### config.mk
export PLATFORM = sky130hd
export DESIGN_NAME = crc6_check
export DESIGN_NICKNAME = d
export VERILOG_FILES = /design/src/rtl/crc6_check.sv
export SDC_FILE = /design/constraint.sdc
export NUM_CORES = 1
export LEC_CHECK = 0
export CAP_MARGIN = 20
export CORE_AREA = 2 2 68 70
export CTS_CLUSTER_DIAMETER = 100
export CTS_CLUSTER_SIZE = 14
export DETAILED_ROUTE_END_ITERATION = 7
export DIE_AREA = 0 0 70 72
export DONT_BUFFER_PORTS = 1
export HOLD_SLACK_MARGIN = 0.15
export PLACE_DENSITY = 0.7
export SLEW_MARGIN = 20
export SYNTH_ARGS = -nofsm -noshare
export SYNTH_HDL_FRONTEND = slang
export SYNTH_SLANG_ARGS = --single-unit
### constraint.sdc
create_clock -name Clock -period 7.8 [get_ports Clock]
set_input_delay 1.56 -clock Clock [delete_from_list [all_inputs] [get_ports Clock]]
set_output_delay 1.56 -clock Clock [all_outputs]
set_load 0.03 [all_outputs]
### src/rtl/crc6_check.sv
// rtl/crc6_check.sv - serial receive-side CRC-6 and trailer checker for tracker readout frames
// Optional saturating frame error counter on ErrCnt when CRC6_ERRCNT_EN is defined.
module crc6_check #(
  parameter int         LW   = 12,
  parameter int         NTRL = 2,
  parameter logic [5:0] KEY  = 6'b100101
) (
  input  logic          Clock,
  input  logic          Reset,
  input  logic          Start,
  input  logic [LW-1:0] Length,
  input  logic          Din,
  output logic          Dout,
  output logic          DValid,
  output logic          Busy,
  output logic          Done,
  output logic          CrcErr,
  output logic          TrlErr
`ifdef CRC6_ERRCNT_EN
  ,
  output logic [7:0]    ErrCnt
`endif
);

  typedef enum logic [3:0] {
    IDLE = 4'b0001,
    DATA = 4'b0010,
    CRC  = 4'b0100,
    TRL  = 4'b1000
  } state_t;

  state_t        state;
  logic [5:0]    r;
  logic [LW-1:0] cnt;
  logic [LW-1:0] len;
  logic [LW-1:0] cnt_inc;

  assign cnt_inc = cnt + LW'(1);

  function automatic logic [5:0] crc_step(input logic [5:0] cur, input logic d);
    logic fb;
    fb = cur[5] ^ d;
    return {cur[4:0], 1'b0} ^ (fb ? KEY : 6'd0);
  endfunction

  always_ff @(posedge Clock) begin
    if (Reset) begin
      state  <= IDLE;
      r      <= 6'd0;
      cnt    <= '0;
      len    <= '0;
      Dout   <= 1'b0;
      DValid <= 1'b0;
      Busy   <= 1'b0;
      Done   <= 1'b0;
      CrcErr <= 1'b0;
      TrlErr <= 1'b0;
    end else begin
      Done   <= 1'b0;
      Dout   <= 1'b0;
      DValid <= 1'b0;
      // Start wins in every state: a frame in flight is dropped without Done.
      if (Start) begin
        len    <= Length;
        Busy   <= 1'b1;
        TrlErr <= 1'b0;
        if (Length != '0) begin
          r      <= crc_step(6'd0, Din);
          Dout   <= Din;
          DValid <= 1'b1;
          CrcErr <= 1'b0;
          if (Length == LW'(1)) begin
            state <= CRC;
            cnt   <= '0;
          end else begin
            state <= DATA;
            cnt   <= LW'(1);
          end
        end else begin
          // Empty payload: this bit is already CRC bit 5, compared against R=0.
          r      <= 6'd0;
          CrcErr <= Din;
          state  <= CRC;
          cnt    <= LW'(1);
        end
      end else begin
        case (state)
          IDLE: begin
            Busy <= 1'b0;
            cnt  <= '0;
          end
          DATA: begin
            r      <= crc_step(r, Din);
            Dout   <= Din;
            DValid <= 1'b1;
            if (cnt_inc == len) begin
              state <= CRC;
              cnt   <= '0;
            end else begin
              cnt <= cnt_inc;
            end
          end
          CRC: begin
            CrcErr <= CrcErr | (Din ^ r[5]);
            r      <= {r[4:0], 1'b0};
            if (cnt_inc == LW'(6)) begin
              state <= TRL;
              cnt   <= '0;
            end else begin
              cnt <= cnt_inc;
            end
          end
          TRL: begin
            TrlErr <= TrlErr | ~Din;
            if (cnt_inc == LW'(NTRL)) begin
              state <= IDLE;
              cnt   <= '0;
              Done  <= 1'b1;
              Busy  <= 1'b0;
            end else begin
              cnt <= cnt_inc;
            end
          end
          default: begin
            state <= IDLE;
            cnt   <= '0;
            Busy  <= 1'b0;
          end
        endcase
      end
    end
  end

`ifdef CRC6_ERRCNT_EN
  always_ff @(posedge Clock) begin
    if (Reset) begin
      ErrCnt <= 8'd0;
    end else if (Done && (CrcErr || TrlErr) && (ErrCnt != 8'hFF)) begin
      ErrCnt <= ErrCnt + 8'd1;
    end
  end
`endif

endmodule

# Word level (Yosys, flattened, before mapping)
# Index checks and enable logic that the tools add are counted.
# totals
reg_bits	40
ram_bits	0
mem_bits_ro	0
memories	0
latchBits	0
# classes
multipliers	0
mux	32
magnitude_cmp	0
eq_ne	13
bitwise_logic	6
n_shift	0
reduce_logical	8
div_mod_pow	0
n_addsub	1
# ops
operator	n
$mux 12	5
$pmux 12 s3	1
$mux 6	4
$mux 4	5
$pmux 4 s4	1
$mux 1	13
$add 12x1->12 const B	1
$eq 12x1->1 const B	1
$eq 12x12->1	1
$eq 12x2->1 const B	1
$eq 12x3->1 const B	1
$pmux 6 s2	1
$reduce_bool 12->1	1
$ne 3x3->1 const B	3
$xor 6x6->6	1
$eq 4x1->1 const B	1
$eq 4x2->1 const B	1
$eq 4x3->1 const B	1
$eq 4x4->1 const B	1
$reduce_and 4->1	1
$reduce_or 2->1	2
$mux 3	1
$reduce_bool 3->1	1
$reduce_or 3->1	1
other kinds (8)	10

# Logic depth before layout (Yosys ltp)
# Gate-level depths: netlist of run 1.
# logic_depth
ltp_word	5
ltp_mapped	9

# Worst setup path after synthesis of run 1
# Ideal clock, no wire load.
# synth_path
path_kind	in2reg
from	in Start
to	reg len[0]
arrival_ps	2878
setup_time_ps	128
cell_stages	5
required_ps	7672
path_slack_ps	4794
path_cell_list	clkdlybuf4s15_1 > clkbuf_1 > clkbuf_1 > mux2i_1 > nor2_1
# synth_rtl
item	line	source
start, declared	10	input logic Start,
end signal, assigned	64	len <= Length;
end, declared	35	logic [LW-1:0] len;

# Final worst setup path of run 1
# layout_path
from	reg cnt[0]
to	reg state[2]
# layout_via
elab_chain_len	4
elab_cells_between_ends	8
# layout_rtl
item	line	source
start, declared	34	logic [LW-1:0] cnt;
start signal, assigned	100	cnt <= cnt_inc;
start signal, assigned	110	cnt <= cnt_inc;
start signal, assigned	121	cnt <= cnt_inc;
$add 12x1->12 *	38	assign cnt_inc = cnt + LW'(1);
$eq 12x3->1, or another cell as far along	106	if (cnt_inc == LW'(6)) begin
$ne 3x3->1 (no line)	n/a	
$reduce_and 4->1 (no line) *	n/a	
end signal, assigned	48	state <= IDLE;
end signal, assigned	107	state <= TRL;
end signal, assigned	116	state <= IDLE;
end, declared	32	state_t state;
# Mark *: on every way between the ends. The rest lies on a longest branch, timed or not.
# A chain may end at the register's enable or synchronous reset.

==> metrics.txt, run 1 <==
# TYPE chip_impl_metric gauge
chip_impl_metric{name="synth.avg_cell_area",unit="sq um"} 8.93
chip_impl_info{name="cts_tree",value="done"} 1
chip_impl_info{name="crit_type",value="reg -> reg"} 1
chip_impl_metric{name="power-per-cell-area",unit="mW/mm^2"} 204
chip_impl_metric{name="die-width",unit="um"} 70
chip_impl_metric{name="grt.overflow.total",unit=""} 0
chip_impl_metric{name="synth-seq-cells",unit=""} 40
chip_impl_metric{name="initial_utilization",unit="%"} 53.2
chip_impl_metric{name="timing.final.crit_period",unit="ps"} 2980
chip_impl_metric{name="clkTransAtPathRegs",unit="ps"} 80
chip_impl_metric{name="clock_tree.buffer_depth",unit=""} 2
chip_impl_metric{name="worst_margin_pin_slew",unit="ps"} 1160
chip_impl_metric{name="slew-limit-headroom",unit="%"} 22.4
chip_impl_metric{name="routed_wl",unit="um"} 4890
chip_impl_metric{name="cp_data_required_time",unit="ps"} 8040
chip_impl_metric{name="final_cell_count_no_fill",unit=""} 298
chip_impl_metric{name="seq_area_frac_synth",unit="%"} 35.3
chip_impl_metric{name="initial_antenna_violation_count",unit=""} 0
chip_impl_metric{name="holdBufCountCts",unit=""} 0
chip_impl_info{name="cpLargestDelayFamily",value="simple AND/OR/NAND/NOR gates"} 1
chip_impl_metric{name="cts_setup_buffers",unit=""} 0
chip_impl_metric{name="cellLeakagePower",unit="uW"} 0.000853
chip_impl_metric{name="synth.distinct_cells",unit=""} 57
chip_impl_metric{name="routed_via_density",unit=""} 6.21
chip_impl_metric{name="place.detailed.hpwl",unit="um"} 3520
chip_impl_metric{name="wire_per_inst",unit="um"} 16.4
chip_impl_metric{name="core-area",unit="sq mm"} 0.00426
chip_impl_info{name="rsz0062_at_grt",value="no"} 1
chip_impl_metric{name="finalSetupTns",unit="ps"} 0
chip_impl_metric{name="setup_viol_count_final",unit=""} 0
chip_impl_metric{name="drt-initial-drc-count",unit=""} 139
chip_impl_metric{name="critPathBufInv",unit=""} 0
chip_impl_metric{name="synth_edf_count",unit=""} 0
chip_impl_metric{name="timing.fmax",unit="GHz"} 0.335
chip_impl_metric{name="finalClockSkew",unit="ps"} 5.25
chip_impl_metric{name="htreeDepth",unit=""} 2
chip_impl_metric{name="vdd.ir_drop.worst",unit="uV"} 139
chip_impl_metric{name="flow.area_growth_from_synthesis",unit="%"} 3.86
chip_impl_metric{name="min_period_over_period",unit="%"} 38.2
chip_impl_metric{name="number_of_global_route_vias_before_repair",unit=""} 1626
chip_impl_metric{name="yosys.area.top_type_share",unit="%"} 35.3
chip_impl_info{name="holdCritPathClass",value="reg -> reg"} 1
chip_impl_metric{name="dr_total_vias",unit=""} 1851
chip_impl_metric{name="layout-drive-gt1-share",unit="%"} 11.8
chip_impl_metric{name="slowest_delay",unit="ps"} 660
chip_impl_metric{name="numClockSinks",unit=""} 40
chip_impl_info{name="setup.worst_path.end_class",value="flip-flop"} 1
chip_impl_metric{name="yosys_warnings",unit=""} 0
chip_impl_info{name="synth.top_cells.by_area",value="sky130_fd_sc_hd__dfxtp_1 35%, sky130_fd_sc_hd__mux2i_1 6.6%, sky130_fd_sc_hd__nor2_1 4.6%"} 1
chip_impl_metric{name="first_pass_grt_wire_length",unit="um"} 7940
chip_impl_metric{name="drt.antenna.violating_nets",unit=""} 0
chip_impl_info{name="crit_path_start_kind",value="flip-flop"} 1
chip_impl_metric{name="firstDrtPassIters",unit=""} 4
chip_impl_metric{name="clk_latency",unit="ps"} 280
chip_impl_info{name="slowest_stage",value="sky130_fd_sc_hd__or4_1"} 1
chip_impl_metric{name="holdWs",unit="ps"} 453
chip_impl_metric{name="grtUsageTotal",unit="%"} 19.7
chip_impl_metric{name="synthesis.area",unit="sq mm"} 0.00227
chip_impl_metric{name="num_antenna_cells",unit=""} 0
chip_impl_info{name="synth_ff_type",value="sky130_fd_sc_hd__dfxtp_1"} 1
chip_impl_metric{name="std_cell_rows",unit=""} 24
chip_impl_metric{name="floorplan.die_area",unit="sq mm"} 0.00504
chip_impl_metric{name="synthArstFlopShare",unit="%"} 0
chip_impl_info{name="buffer_type_at_the_clock_tree_root",value="sky130_fd_sc_hd__clkbuf_8"} 1
chip_impl_info{name="synth.most_common_cell",value="sky130_fd_sc_hd__dfxtp_1"} 1
chip_impl_info{name="run_status",value="finished, final reports clean"} 1
chip_impl_metric{name="cap_violations",unit=""} 0
chip_impl_metric{name="postSynthNetCount",unit=""} 272
chip_impl_metric{name="crit_arrival",unit="ps"} 3220
chip_impl_metric{name="maxSlewViolCount",unit=""} 0
chip_impl_info{name="netlist_top_cells_count",value="40 x sky130_fd_sc_hd__dfxtp_1, 28 x sky130_fd_sc_hd__nor2_1, 15 x sky130_fd_sc_hd__mux2i_1"} 1
chip_impl_metric{name="synth_cells",unit=""} 254
chip_impl_metric{name="numCtsBuffers",unit=""} 5
chip_impl_metric{name="chipHeight",unit="um"} 72
chip_impl_metric{name="io_buffer_count",unit=""} 0
chip_impl_metric{name="crit_path_max_fanout",unit=""} 13
chip_impl_metric{name="gp_congestion",unit=""} 0.853
chip_impl_metric{name="post_cts.resized_instances",unit=""} 0
chip_impl_info{name="synthDominantAreaCellType",value="sky130_fd_sc_hd__dfxtp_1"} 1
chip_impl_metric{name="grt_max_degree",unit=""} 27
chip_impl_metric{name="report.final.hold_viol_count",unit=""} 0
chip_impl_metric{name="place.detailed.instances",unit=""} 291
chip_impl_metric{name="layout.nets",unit=""} 264
chip_impl_info{name="worstPathCellList",value="nand3_1, or4_1, a211oi_2, nand4_2, a211oi_4, a21boi_4, a211o_1"} 1
chip_impl_metric{name="num_io_pins",unit=""} 22
chip_impl_metric{name="post-route-drc-count",unit=""} 0
==> metrics by stage <==
step | power [uW] | area (sq um) | setup WS, ps | util (%)
floorplan | 277 | 2270 | 4790 | -
global placement | 285 | 2230 | 4820 | 52.2
detailed placement | 285 | 2230 | 4710 | 52.2
CTS | 479 | 2360 | 4840 | 55.3
global route | 497 | 2360 | 4600 | 55.3
finish | 480 | 2360 | 4820 | 55.3
==> power breakdown <==
| group | switching, uW | internal [uW] |
|---|---|---|
| combinational | 29.8 | 27.3 |
| clock | 71.8 | 126 |
| sequential | 11.6 | 213 |
| total | 113 | 366 |
==> per-layer routing <==
metal	global-route usage [%]	part of all wire, %	wire length [um]
met1	27.9	50	2440
met2	31.2	45	2210
met3	3.89	4.3	211
met4	4.70	0.63	31
met5	0	0	0
==> path summary, 6_finish.rpt <==
kind         startpoint       end  slack (ps)  depth (start not counted)
max              cnt[0]  state[2]        4820                          7
min                r[3]      r[3]         450                          2
max reg2reg      cnt[0]  state[2]        4820                          7
min reg2reg        r[3]      r[3]         450                          2
==> kinds of logic (layout without fill, tap and decap cells) <==
| family | Yosys count | count (layout) | share of synthesized area (%) |
|---|---|---|---|
| DFF | 40 | 40 | 35.3 |
| AOI/OAI and AO/OA | 55 | 55 | 17.3 |
| xor gates and xnor gates | 22 | 22 | 9.43 |
| and+or+nand+nor | 98 | 98 | 23.8 |
| buffers and inverters | 22 | 14 | 6.40 |
| adders and majority gates | 2 | 2 | 1.10 |
| muxes | 15 | 15 | 6.62 |
==> state kept, by name, summed over array words and instances (netlist names) <==
register	flops
DValid	1
Done	1
CrcErr	1
cnt	12
TrlErr	1
state	4
r	6
len	12
Dout	1
Busy	1
==> cell usage in the layout (no fill, tap or decap), drive strengths merged, types with 2 or more instances in the layout <==
| cell | count |
|---|---|
| nand3 | 8 |
| a211oi | 10 |
| nor3b | 2 |
| xnor2 | 12 |
| and3 | 4 |
| nand4 | 4 |
| and4 | 2 |
| o21ai | 15 |
| or4 | 3 |
| xor2 | 9 |
| or2 | 3 |
| nand3b | 2 |
| nor2 | 28 |
| o31ai | 2 |
| clkbuf | 5 |
| mux2i | 15 |
| o211ai | 2 |
| nor4b | 4 |
| bufinv | 2 |
| nor4 | 5 |
| a31oi | 2 |
| a21oi | 12 |
| a211o | 5 |
| dfxtp | 40 |
| ha | 2 |
| nor3 | 10 |
| nand2 | 12 |
| and2 | 3 |
| or3 | 3 |
| inv | 7 |
==> area by class of cell <==
type                       instances  area (sq um)
clock buffer                       5          68.8
clock inverter                     2          60.1
fill                             401          1910
inverter                           7          26.3
multi-input combinational        192          1340
sequential                        40           801
tap                               52          65.1
==> tightest hold or removal path: cells and delay by family, from the launching register on <==
family	cells	cell delay, ps
AO/OA/AOI/OAI	1	50
flip-flops	1	310
AND/OR/NAND/NOR	1	50
(Power assumes the default switching activity.)
==> run 2, diff against run 1 <==
==> constraint.sdc (replaced) <==
create_clock -name Clock -period 2.95 [get_ports Clock]
set_input_delay 0.59 -clock Clock [delete_from_list [all_inputs] [get_ports Clock]]
set_output_delay 0.59 -clock Clock [all_outputs]
set_load 0.03 [all_outputs]
==> metrics.txt, run 2 (synthesis gave the netlist of run 1 again) <==
# TYPE chip_impl_metric gauge
chip_impl_info{name="run_status",value="finished, final reports clean"} 1
chip_impl_metric{name="pwr-share-seq",unit="%"} 48.9
chip_impl_metric{name="worst_margin_pin_slew",unit="ps"} 822
chip_impl_info{name="holdCritPathClass",value="in -> reg"} 1
chip_impl_info{name="most-common-layout-cells",value="40 x sky130_fd_sc_hd__dfxtp_1, 28 x sky130_fd_sc_hd__nor2_1, 15 x sky130_fd_sc_hd__mux2i_1, 14 x sky130_fd_sc_hd__o21ai_0"} 1
chip_impl_metric{name="power.combinational.fraction",unit="%"} 12.7
chip_impl_info{name="crit_path_start_kind",value="flip-flop"} 1
chip_impl_metric{name="number_of_global_route_vias_before_repair",unit=""} 1672
chip_impl_metric{name="place_worst_setup_slack",unit="ps"} 170
chip_impl_metric{name="initial_utilization",unit="%"} 53.2
chip_impl_metric{name="finalSetupTns",unit="ps"} 0
chip_impl_metric{name="floorplan.die_area",unit="sq mm"} 0.00504
chip_impl_metric{name="chipHeight",unit="um"} 72
chip_impl_metric{name="die-width",unit="um"} 70
chip_impl_metric{name="place.detailed.instances",unit=""} 297
chip_impl_metric{name="cp_data_required_time",unit="ps"} 3200
chip_impl_metric{name="min_period_over_period",unit="%"} 95.3
chip_impl_metric{name="numCtsBuffers",unit=""} 5
chip_impl_info{name="crit_type",value="reg -> reg"} 1
chip_impl_metric{name="clk_latency",unit="ps"} 310
chip_impl_metric{name="setup_viol_count_final",unit=""} 0
chip_impl_info{name="buffer_type_at_the_clock_tree_root",value="sky130_fd_sc_hd__clkbuf_8"} 1
chip_impl_metric{name="netSwitchingFraction",unit="%"} 26.5
chip_impl_metric{name="flow.area_growth_from_synthesis",unit="%"} 5.52
chip_impl_metric{name="switchingPower",unit="uW"} 321
chip_impl_metric{name="clock_tree.buffer_depth",unit=""} 2
chip_impl_metric{name="numClockSinks",unit=""} 40
chip_impl_metric{name="multiInputGateArea",unit="sq mm"} 0.00134
chip_impl_metric{name="routed_via_density",unit=""} 6.10
chip_impl_metric{name="routed_wl",unit="um"} 4970
chip_impl_metric{name="share_of_power_burned_in_the_clock_network",unit="%"} 38.5
chip_impl_metric{name="final_cell_count_no_fill",unit=""} 305
chip_impl_metric{name="post_cts.resized_instances",unit=""} 0
chip_impl_metric{name="holdWs",unit="ps"} 342
chip_impl_metric{name="first_pass_grt_wire_length",unit="um"} 8380
chip_impl_metric{name="crit_arrival",unit="ps"} 3070
chip_impl_metric{name="regToRegSetupSlack",unit="ps"} 140
chip_impl_metric{name="cap_violations",unit=""} 0
chip_impl_metric{name="power_report.internal_total",unit="uW"} 893
chip_impl_metric{name="crit_path_max_fanout",unit=""} 8
chip_impl_metric{name="initial_antenna_violation_count",unit=""} 0
chip_impl_metric{name="layout-drive-gt1-share",unit="%"} 14.6
chip_impl_metric{name="grt.overflow.total",unit=""} 0
chip_impl_metric{name="firstDrtPassIters",unit=""} 4
chip_impl_metric{name="gp_congestion",unit=""} 0.837
chip_impl_metric{name="timing.final.crit_period",unit="ps"} 2810
chip_impl_metric{name="clkTransAtPathRegs",unit="ps"} 90
chip_impl_metric{name="holdBufCountCts",unit=""} 0
chip_impl_metric{name="place.detailed.hpwl",unit="um"} 3650
chip_impl_metric{name="post-route-drc-count",unit=""} 0
chip_impl_metric{name="dr_total_vias",unit=""} 1860
chip_impl_metric{name="cts_setup_buffers",unit=""} 0
chip_impl_metric{name="maxSlewViolCount",unit=""} 0
chip_impl_metric{name="finish.utilization",unit="%"} 56.1
chip_impl_metric{name="drt-initial-drc-count",unit=""} 105
chip_impl_metric{name="setup_slack",unit="ps"} 137
chip_impl_metric{name="power-per-cell-area",unit="mW/mm^2"} 507
chip_impl_metric{name="core-area",unit="sq mm"} 0.00426
chip_impl_info{name="largest_registers",value="cnt (12), len (12), r (6)"} 1
chip_impl_metric{name="slew-limit-headroom",unit="%"} 44.7
chip_impl_metric{name="finalClockSkew",unit="ps"} 6.39
chip_impl_metric{name="timing.fmax",unit="GHz"} 0.356
chip_impl_metric{name="report.final.hold_viol_count",unit=""} 0
chip_impl_info{name="rsz0062_at_grt",value="no"} 1
chip_impl_metric{name="io_buffer_count",unit=""} 0
chip_impl_metric{name="layout.nets",unit=""} 270
chip_impl_metric{name="num_antenna_cells",unit=""} 0
chip_impl_info{name="layout.cells.most_common",value="sky130_fd_sc_hd__dfxtp_1"} 1
chip_impl_metric{name="num_io_pins",unit=""} 22
chip_impl_metric{name="cellLeakagePower",unit="uW"} 0.000879
chip_impl_metric{name="grtUsageTotal",unit="%"} 21.0
chip_impl_info{name="setup.worst_path.end_class",value="flip-flop"} 1
chip_impl_metric{name="vdd.ir_drop.worst",unit="uV"} 302
chip_impl_metric{name="grt_max_degree",unit=""} 27
chip_impl_metric{name="std_cell_rows",unit=""} 24
chip_impl_metric{name="htreeDepth",unit=""} 2
chip_impl_metric{name="wire_per_inst",unit="um"} 16.3
chip_impl_metric{name="num-fill-cells",unit=""} 401
chip_impl_info{name="cts_tree",value="done"} 1
chip_impl_metric{name="register_area",unit="sq um"} 801
chip_impl_metric{name="drt.antenna.violating_nets",unit=""} 0
[run 2: cell types whose count changed in the layout (fill, tap and decap cells not counted)]
cell,previous run,this run
sky130_fd_sc_hd__bufinv_16,2,1
sky130_fd_sc_hd__buf_4,0,6
sky130_fd_sc_hd__nand3_1,8,7
sky130_fd_sc_hd__clkinv_4,0,2
sky130_fd_sc_hd__nand3_2,0,1
[run 2: path summary, 6_finish.rpt]
kind	start	endpoint	depth (start not counted)
worst max-delay path	cnt[0]	state[2]	8
worst min-delay path	Reset	r[2]	1
worst max register to register	cnt[0]	state[2]	8
worst min register to register	r[3]	r[3]	2
[run 2: critical path, stage by stage (launching register included)]
cell	delay [ps]
sky130_fd_sc_hd__dfxtp_1	460
sky130_fd_sc_hd__ha_1	240
sky130_fd_sc_hd__and4_1	360
sky130_fd_sc_hd__and2_4	220
sky130_fd_sc_hd__o21ai_1	50
sky130_fd_sc_hd__or4_1	400
sky130_fd_sc_hd__or4_4	570
sky130_fd_sc_hd__a21boi_4	290
sky130_fd_sc_hd__a211o_1	160
[run 2: layer usage]
layer  vias to the layer above  share of wire (%)  global-route usage (%)
li1                        917                  -                       -
met1                       874                 48                    30.3
met2                        59                 45                    30.6
met3                        10                5.7                    4.58
met4                         0                1.7                    8.55
met5                         -                  0                       0
[run 2: final cells by class]
cell class	count	share of cell area (%)
clock buffers	5	2.88
clock inverters	3	1.99
inverters	7	1.10
multi-input cells	192	56.0
flip-flops and latches	40	33.5
well taps	52	2.72
repair buffers	6	1.88
[run 2: power groups by stage]
stage | clock, uW | sequential (uW) | combinational, uW
2_1_floorplan | 0 | 597 | 136
3_3_place_gp | 0 | 605 | 149
3_5_place_dp | 0 | 606 | 150
4_1_cts | 476 | 593 | 151
5_1_grt | 497 | 596 | 169
6_report | 467 | 593 | 154
[run 2: through the flow]
step / power (uW) / cell area, sq um
after floorplan: 733 / 2270
after global placement: 754 / 2270
after detailed placement: 756 / 2270
after CTS: 1220 / 2390
after global routing: 1260 / 2390
final: 1210 / 2390
==> run 3, diff against run 2 <==
--- a/config.mk
+++ b/config.mk
@@ -12,7 +12,6 @@
 export DETAILED_ROUTE_END_ITERATION = 7
 export DIE_AREA = 0 0 70 72
 export DONT_BUFFER_PORTS = 1
-export HOLD_SLACK_MARGIN = 0.15
 export PLACE_DENSITY = 0.7
 export SLEW_MARGIN = 20
 export SYNTH_ARGS = -nofsm -noshare
==> results of run 3 <==
The final DEF is identical to that of run 2; final timing and power are the same.
